### src/rtl/axi_wr_arbiter.sv
// Round-robin arbiter funnelling NUM_REQ AXI4 write requesters onto a single AXI4 write master.
// One requester owns the master from its AW grant until its B handshake completes.
module axi_wr_arbiter #(
    parameter int NUM_REQ    = 2,
    parameter int ADDR_WIDTH = 32,
    parameter int DATA_WIDTH = 512,
    parameter int ID_WIDTH   = 4
) (
    input  logic                              clk,
    input  logic                              rst_n,
    input  logic [NUM_REQ*ID_WIDTH-1:0]       s_axi_awid,
    input  logic [NUM_REQ*ADDR_WIDTH-1:0]     s_axi_awaddr,
    input  logic [NUM_REQ*8-1:0]              s_axi_awlen,
    input  logic [NUM_REQ*3-1:0]              s_axi_awsize,
    input  logic [NUM_REQ*2-1:0]              s_axi_awburst,
    input  logic [NUM_REQ-1:0]                s_axi_awvalid,
    output logic [NUM_REQ-1:0]                s_axi_awready,
    input  logic [NUM_REQ*DATA_WIDTH-1:0]     s_axi_wdata,
    input  logic [NUM_REQ*(DATA_WIDTH/8)-1:0] s_axi_wstrb,
    input  logic [NUM_REQ-1:0]                s_axi_wlast,
    input  logic [NUM_REQ-1:0]                s_axi_wvalid,
    output logic [NUM_REQ-1:0]                s_axi_wready,
    output logic [NUM_REQ*ID_WIDTH-1:0]       s_axi_bid,
    output logic [NUM_REQ*2-1:0]              s_axi_bresp,
    output logic [NUM_REQ-1:0]                s_axi_bvalid,
    input  logic [NUM_REQ-1:0]                s_axi_bready,
    output logic [ID_WIDTH-1:0]               m_axi_awid,
    output logic [ADDR_WIDTH-1:0]             m_axi_awaddr,
    output logic [7:0]                        m_axi_awlen,
    output logic [2:0]                        m_axi_awsize,
    output logic [1:0]                        m_axi_awburst,
    output logic                              m_axi_awvalid,
    input  logic                              m_axi_awready,
    output logic [DATA_WIDTH-1:0]             m_axi_wdata,
    output logic [DATA_WIDTH/8-1:0]           m_axi_wstrb,
    output logic                              m_axi_wlast,
    output logic                              m_axi_wvalid,
    input  logic                              m_axi_wready,
    input  logic [ID_WIDTH-1:0]               m_axi_bid,
    input  logic [1:0]                        m_axi_bresp,
    input  logic                              m_axi_bvalid,
    output logic                              m_axi_bready,
    output logic                              len_err,
    output logic [$clog2(NUM_REQ)-1:0]        grant_idx
);
    localparam int GW = $clog2(NUM_REQ);
    localparam int SW = DATA_WIDTH / 8;
    localparam logic [GW:0]   NUM_REQ_W = (GW+1)'(NUM_REQ);
    localparam logic [GW-1:0] LAST_IDX  = GW'(NUM_REQ - 1);

    typedef enum logic [1:0] {IDLE, ADDR, DATA, RESP} state_e;

    state_e        state_q, state_d;
    logic [GW-1:0] grant_q, grant_d;
    logic [GW-1:0] rr_ptr_q, rr_ptr_d;
    logic [8:0]    beat_cnt_q, beat_cnt_d;
    logic [7:0]    awlen_q, awlen_d;
    logic          len_err_q, len_err_d;

    logic [GW:0]   arb_sum;
    logic [GW-1:0] arb_cand;
    logic [GW-1:0] arb_idx;
    logic          arb_found;
    logic [8:0]    beat_next;
    logic [8:0]    exp_beats;

    // Scan requesters starting at rr_ptr, wrapping modulo NUM_REQ; first valid one wins.
    always_comb begin
        arb_sum   = '0;
        arb_cand  = '0;
        arb_idx   = '0;
        arb_found = 1'b0;
        for (int i = 0; i < NUM_REQ; i++) begin
            arb_sum = {1'b0, rr_ptr_q} + (GW+1)'(i);
            if (arb_sum >= NUM_REQ_W) arb_sum = arb_sum - NUM_REQ_W;
            arb_cand = arb_sum[GW-1:0];
            if (!arb_found && s_axi_awvalid[arb_cand]) begin
                arb_found = 1'b1;
                arb_idx   = arb_cand;
            end
        end
    end

    always_comb begin
        state_d    = state_q;
        grant_d    = grant_q;
        rr_ptr_d   = rr_ptr_q;
        beat_cnt_d = beat_cnt_q;
        awlen_d    = awlen_q;
        len_err_d  = len_err_q;

        m_axi_awid    = s_axi_awid[grant_q*ID_WIDTH +: ID_WIDTH];
        m_axi_awaddr  = s_axi_awaddr[grant_q*ADDR_WIDTH +: ADDR_WIDTH];
        m_axi_awlen   = s_axi_awlen[grant_q*8 +: 8];
        m_axi_awsize  = s_axi_awsize[grant_q*3 +: 3];
        m_axi_awburst = s_axi_awburst[grant_q*2 +: 2];
        m_axi_awvalid = 1'b0;
        m_axi_wdata   = s_axi_wdata[grant_q*DATA_WIDTH +: DATA_WIDTH];
        m_axi_wstrb   = s_axi_wstrb[grant_q*SW +: SW];
        m_axi_wlast   = s_axi_wlast[grant_q];
        m_axi_wvalid  = 1'b0;
        m_axi_bready  = 1'b0;
        s_axi_awready = '0;
        s_axi_wready  = '0;
        s_axi_bid     = '0;
        s_axi_bresp   = '0;
        s_axi_bvalid  = '0;

        beat_next = beat_cnt_q + 9'd1;
        exp_beats = {1'b0, awlen_q} + 9'd1;

        case (state_q)
            IDLE: begin
                if (arb_found) begin
                    grant_d = arb_idx;
                    state_d = ADDR;
                end
            end
            ADDR: begin
                m_axi_awvalid          = s_axi_awvalid[grant_q];
                s_axi_awready[grant_q] = m_axi_awready;
                if (m_axi_awvalid && m_axi_awready) begin
                    awlen_d    = m_axi_awlen;
                    beat_cnt_d = '0;
                    state_d    = DATA;
                end
            end
            DATA: begin
                m_axi_wvalid          = s_axi_wvalid[grant_q];
                s_axi_wready[grant_q] = m_axi_wready;
                if (m_axi_wvalid && m_axi_wready) begin
                    beat_cnt_d = beat_next;
                    // Burst runs until wlast either way; len_err only records the mismatch.
                    if (m_axi_wlast) begin
                        if (beat_next != exp_beats) len_err_d = 1'b1;
                        state_d = RESP;
                    end else if (beat_next == exp_beats) begin
                        len_err_d = 1'b1;
                    end
                end
            end
            RESP: begin
                s_axi_bid[grant_q*ID_WIDTH +: ID_WIDTH] = m_axi_bid;
                s_axi_bresp[grant_q*2 +: 2]             = m_axi_bresp;
                s_axi_bvalid[grant_q]                   = m_axi_bvalid;
                m_axi_bready                            = s_axi_bready[grant_q];
                if (m_axi_bvalid && m_axi_bready) begin
                    rr_ptr_d = (grant_q == LAST_IDX) ? '0 : grant_q + 1'b1;
                    state_d  = IDLE;
                end
            end
            default: state_d = IDLE;
        endcase
    end

    // NOTE: state uses non-blocking assignments and an async reset so every valid/ready
    // falls to zero the moment rst_n drops, without waiting for a clock edge.
    always_ff @(posedge clk or negedge rst_n) begin
        if (!rst_n) begin
            state_q    <= IDLE;
            grant_q    <= '0;
            rr_ptr_q   <= '0;
            beat_cnt_q <= '0;
            awlen_q    <= '0;
            len_err_q  <= 1'b0;
        end else begin
            state_q    <= state_d;
            grant_q    <= grant_d;
            rr_ptr_q   <= rr_ptr_d;
            beat_cnt_q <= beat_cnt_d;
            awlen_q    <= awlen_d;
            len_err_q  <= len_err_d;
        end
    end

    assign grant_idx = grant_q;
    assign len_err   = len_err_q;

endmodule

### config.mk
export PLATFORM = sky130hd
export DESIGN_NAME = axi_wr_arbiter
export DESIGN_NICKNAME = d
export VERILOG_FILES = /design/src/rtl/axi_wr_arbiter.sv
export SDC_FILE = /design/constraint.sdc
export NUM_CORES = 1
export LEC_CHECK = 0
export CAP_MARGIN = 25
export CORE_AREA = 5 5 747 749
export CTS_CLUSTER_DIAMETER = 80
export DETAILED_ROUTE_END_ITERATION = 6
export DIE_AREA = 0 0 752 754
export DONT_BUFFER_PORTS = 1
export GPL_TIMING_DRIVEN = 1
export HOLD_SLACK_MARGIN = 0.06
export SLEW_MARGIN = 15
export SYNTH_ARGS = -nofsm -noshare
export SYNTH_HDL_FRONTEND = slang
export SYNTH_SLANG_ARGS = --single-unit
### constraint.sdc
create_clock -name clk -period 3.9 [get_ports clk]
set_input_delay 1.17 -clock clk [delete_from_list [all_inputs] [get_ports clk]]
set_output_delay 1.17 -clock clk [all_outputs]
set_load 0.02 [all_outputs]
# == After elaboration in Yosys (flattened, before gate mapping) ==
# Cells that the tools add are included.
# totals
reg_bits,22
latchBits,0
ram_bits,0
mem_bits_ro,0
in_bits,1269
elab_cells,104
mem_count,0
# classes
n_addsub,8
mul,1
n_div,0
magnitude_cmp,6
n_eq_ne,11
shifts,11
n_mux,41
bitwise_logic,5
n_reduce_logical,15
# ops
operator,n
1024-bit by 11-bit indexed part select with 512-bit output,1
128-bit by 8-bit indexed part select with 64-bit output,1
64-bit by 7-bit indexed part select with 32-bit output,1
2-bit negator with 34-bit output,1
3-bit negator with 34-bit output,1
2-bit by 34-bit variable shift with 4-bit output (first input constant),1
4-bit by 34-bit variable shift with 8-bit output (first input constant),1
2-bit by 34-bit indexed part select with 4-bit output,1
4-bit by 34-bit indexed part select with 8-bit output,1
1-bit two-way mux,26
9-bit two-way mux,2
9-bit case mux with 2 select lines,1
2-bit two-way mux,8
16-bit by 5-bit indexed part select with 8-bit output,1
2-bit inequality test (second input constant),5
8-bit by 1-bit adder with 9-bit output (second input constant),1
9-bit by 1-bit adder with 9-bit output (second input constant),1
9-bit == test,1
9-bit inequality test,1
8-bit AND,1
8-bit two-way mux,1
2-bit case mux with 4 select lines,1
8-bit by 4-bit indexed part select with 4-bit output,1
2-bit AND,3
other kinds (24),35

# == Depth between registers and ports, before layout ==
# Gate-level depths: netlist (run 1).
# depth
word_depth,10
depth_mapped,8

# == Least setup slack after synthesis (run 1) ==
# No wires, ideal clock.
# synth_timing
kind,reg2out
startpoint,register grant_q (netlist: grant_idx)
endpoint,output m_axi_wdata[271]
arrival_time_ps,1921
required_time_ps,2730
setup_slack_ps,809
stages_incl_launch_ff,6
cell_sequence,dfrtp_1 > buf_2 > buf_2 > clkbuf_1 > clkbuf_1 > mux2_2
# synth_between
elab_chain_len,1
# synth_lines
element,line_no,rtl
"start, declared",54,"logic [GW-1:0] grant_q, grant_d;"
"start signal, assigned",168,grant_q <= grant_d;
1024-bit by 11-bit indexed part select with 512-bit output,98,m_axi_wdata = s_axi_wdata[grant_q*DATA_WIDTH +: DATA_WIDTH];
"end, declared",34,"output logic [DATA_WIDTH-1:0] m_axi_wdata,"
# Every way passes these cells.

# == Worst setup path after layout (run 1) ==
# layout_timing
startpoint,register grant_q (netlist: grant_idx)
endpoint,output m_axi_wdata[68]
# The elaborated chain is that of the path after synthesis.

==> results of run 1 <==
## worst min path at each step
stage	startpoint	endpoint	slack (ns)	cells past startpoint
2_1_floorplan	rr_ptr_q$_DFFE_PN0P_	rr_ptr_q$_DFFE_PN0P_	0.47	2
3_3_place_gp	rr_ptr_q$_DFFE_PN0P_	rr_ptr_q$_DFFE_PN0P_	0.50	2
3_5_place_dp	rr_ptr_q$_DFFE_PN0P_	rr_ptr_q$_DFFE_PN0P_	0.52	2
4_1_cts	rst_n	beat_cnt_q[0]$_DFFE_PN0P_	0.49	0
5_1_grt	rst_n	beat_cnt_q[7]$_DFFE_PN0P_	0.50	0
6_report	rst_n	beat_cnt_q[7]$_DFFE_PN0P_	0.52	0
## routing by layer
layer  up-vias  GRT usage
li1       3935          -
met1      6059      0.149
met2      2838      0.207
met3      1320      0.143
met4       276     0.0463
met5         -    0.00850
## cells in the mapped netlist
cell type | instances | area share
mux2_2 | 634 | 0.81
clkbuf_1 | 68 | 0.029
dfrtp_1 | 22 | 0.062
o21ai_0 | 16 | 0.0090
nand2_1 | 15 | 0.0064
nor2_1 | 12 | 0.0051
and3_1 | 11 | 0.0078
xnor2_1 | 11 | 0.011
nand3_1 | 10 | 0.0056
ha_1 | 7 | 0.0099
and2_1 | 6 | 0.0042
buf_2 | 5 | 0.0028
inv_1 | 4 | 0.0017
nor2b_1 | 4 | 0.0028
mux2i_1 | 3 | 0.0034
nand4_1 | 3 | 0.0021
nor3_1 | 3 | 0.0017
a31o_1 | 2 | 0.0020
a31oi_1 | 2 | 0.0014
and4_4 | 2 | 0.0025
o21a_1 | 2 | 0.0017
o21ai_1 | 2 | 0.0011
o31ai_1 | 2 | 0.0017
or3_1 | 2 | 0.0014
xor2_1 | 2 | 0.0020
a211oi_1 | 1 | 0.00085
a211oi_2 | 1 | 0.0014
a21boi_0 | 1 | 0.00085
a21o_1 | 1 | 0.00085
a21oi_1 | 1 | 0.00056
a221oi_1 | 1 | 0.00099
a32o_1 | 1 | 0.0011
and3_4 | 1 | 0.0013
and3b_2 | 1 | 0.0011
nand3_2 | 1 | 0.0011
nand3b_1 | 1 | 0.00085
o211a_1 | 1 | 0.0011
o22ai_1 | 1 | 0.00071
or4_4 | 1 | 0.0013
xnor3_1 | 1 | 0.0025
## cell type report
class,instances,area (µm²),share of cell area
Antenna cell,539,1350,0.0670
Clock buffer,3,75.1,0.00373
Clock inverter,1,30.0,0.00149
Inverter,4,15.0,0.000746
Multi-Input combinational cell,766,8030,0.399
Sequential cell,22,554,0.0275
Tap cell,7287,9120,0.453
Timing Repair Buffer,85,971,0.0482
## critical path, cell delays in order, from the launching register on
cell and delay, ns:
dfrtp_4 0.44, buf_12 0.17, buf_12 0.25, buf_4 0.47
mux2_2 0.41, buf_4 0.16
## power by group through the flow
stage               logic, mW  clock network, mW  registers, mW
finish                   12.7              0.372          0.420
global route             13.3              0.400          0.428
CTS                      13.1              0.406          0.415
detailed placement       12.9                  0          0.529
global placement         12.7                  0          0.516
floorplan                6.97                  0          0.388
## registers in the layout (all words and copies together) (netlist names)
| register | count |
|---|---|
| len_err | 1 |
| rr_ptr_q | 1 |
| grant_idx | 1 |
| state_q | 2 |
| beat_cnt_q | 9 |
| awlen_q | 8 |
## timing repair
item                                    CTS  global route
endpoints found under the hold margin     0             0
buffers inserted                          5             0
hold buffers                              0             0
endpoints found under the setup margin   13             0
## per-stage QoR
stage / cells / worst slack, ns / util / hold WS (ns) / power (mW)
2_1_floorplan: 865 / 0.809 / - / 0.469 / 7.36
3_3_place_gp: 8157 / 0.317 / 0.0338 / 0.503 / 13.2
3_5_place_dp: 8159 / 0.292 / 0.0338 / 0.522 / 13.4
4_1_cts: 8168 / 0.266 / 0.0341 / 0.487 / 13.9
5_1_grt: 8385 / 0.260 / 0.0351 / 0.496 / 14.1
6_report: 8707 / 0.348 / 0.0366 / 0.521 / 13.5
## logic make-up after synthesis
kind of cell / share of synthesized area
buf+inv: 0.0333
fa+ha+maj: 0.00988
mux: 0.809
compound gates: 0.0254
simple gates: 0.0453
flops: 0.0621
xor+xnor: 0.0154
==> results_dict.tcl, run 1 <==
set metrics [dict create \
    status "finished, violations left" \
    violations "antenna rules" \
    nNetsFinal 2158 \
    grt_use_total 0.147 \
    dr.pass1.iters 5 \
    num_vias 14400 \
    pwr-share-comb 0.941 \
    required_ns 2.73 \
    ys_ff_latch 22 \
    ant_nets 1 \
    intPower_mw 3.95 \
    tritoncts "built" \
    final_cell_mix "mux2_2, buf_4, buf_12, dfrtp_1, o21ai_0" \
    met1_length_um 155000 \
    relSlewSlack 0.393 \
    synth.cell_area_um2 8870 \
    period_needed_ns 3.55 \
    cts_resized 0 \
    final_common_cell "mux2_2" \
    critical_path_class "flip-flop to output pin" \
    fmax_ghz 0.282 \
    critPathCapture "m_axi_wdata[68]" \
    cts_buffers 3 \
    r2r_end "beat_cnt_q[2]$_DFFE_PN0P_" \
    fp-row-count 273 \
    synthCells 865 \
    num-fill-cells 65600 \
    tns_ns 0 \
    reg2reg_slack_ns 1.11 \
    core_um2 551000 \
    start_util 0.0161 \
    start_kind "flip-flop" \
    final_area_um2 20100 \
    critical_path_arrival_ns 2.38 \
    antenna_found_initial 729 \
    period_share 0.911 \
    crit_start "grant_idx$_DFFE_PN0P_" \
    setup_viol 0 \
    worst_pin_slew_ns 0.906 \
    globalRouteOverflowTotal 0 \
    hp-class "primary input to asynchronous set/reset pin" \
    p_leak_nw 3.77 \
    fp.dieW_um 752 \
    cts_max_level 1 \
    clockPowerShare 0.028 \
    port_buffers 0 \
    wirelength_um 438000 \
    endpoint_kind "output pin" \
    reg2regPathDepth 9 \
    die_area_um2 567000 \
    dpl_cell_area_um2 18600 \
    ys_warn_count 0 \
    clk_path_buf_depth 2 \
    synth.avg_cell_area_um2 10.2 \
    root_buffer "clkbuf_16" \
    power.switching_mw 9.57 \
    clkTransAtPathRegs_ns 0.12 \
    p_per_area_nw_per_um2 672 \
    first_global_vias 10500 \
    gp_congestion 1.48 \
    skew_ns 0.0298 \
    r2r-start "state_q[0]$_DFFE_PN0P_" \
    drive_gt1_frac 0.832 \
    rsz0062_at_grt "false" \
    finalHoldViolations 0 \
    grt_max_degree 73 \
    die_h_um 754 \
    pwr-share-seq 0.031 \
    dr.first_iter.drc_count 1138 \
    synth_fp_nets 2141 \
    maxCapViolations 0 \
    drc 0 \
    switching_share 0.708 \
    dr_wl_met3_um 89600 \
    area_delta_synth_final_pct 127 \
    grt_pass1_wl_um 457000 \
    hpwl_um 421000 \
    clock_latency_ns 0.32 \
    ios 1918 \
    cts_num_sinks 22 \
    synth_seq_area_share 0.0621 \
    slew_viol_final 0 \
    crit_fanout 33 \
    met2_length_um 172000 \
    top_layer_used "met5" \
    ir_worst_vdd_mv 0.429 \
    yosys.cell_types.count 40 \
    routed_via_density 1.66 \
    wl_per_cell_um 50.3 \
]
Power figures use the tool's default switching activity.
==> run 2, diff against run 1 <==
--- a/config.mk
+++ b/config.mk
@@ -8,6 +8,7 @@
 export CAP_MARGIN = 25
 export CORE_AREA = 5 5 747 749
 export CTS_CLUSTER_DIAMETER = 80
+export CTS_CLUSTER_SIZE = 20
 export DETAILED_ROUTE_END_ITERATION = 6
 export DIE_AREA = 0 0 752 754
 export DONT_BUFFER_PORTS = 1
==> results of run 2 <==
The final DEF is identical to that of run 1; final timing and power are the same.
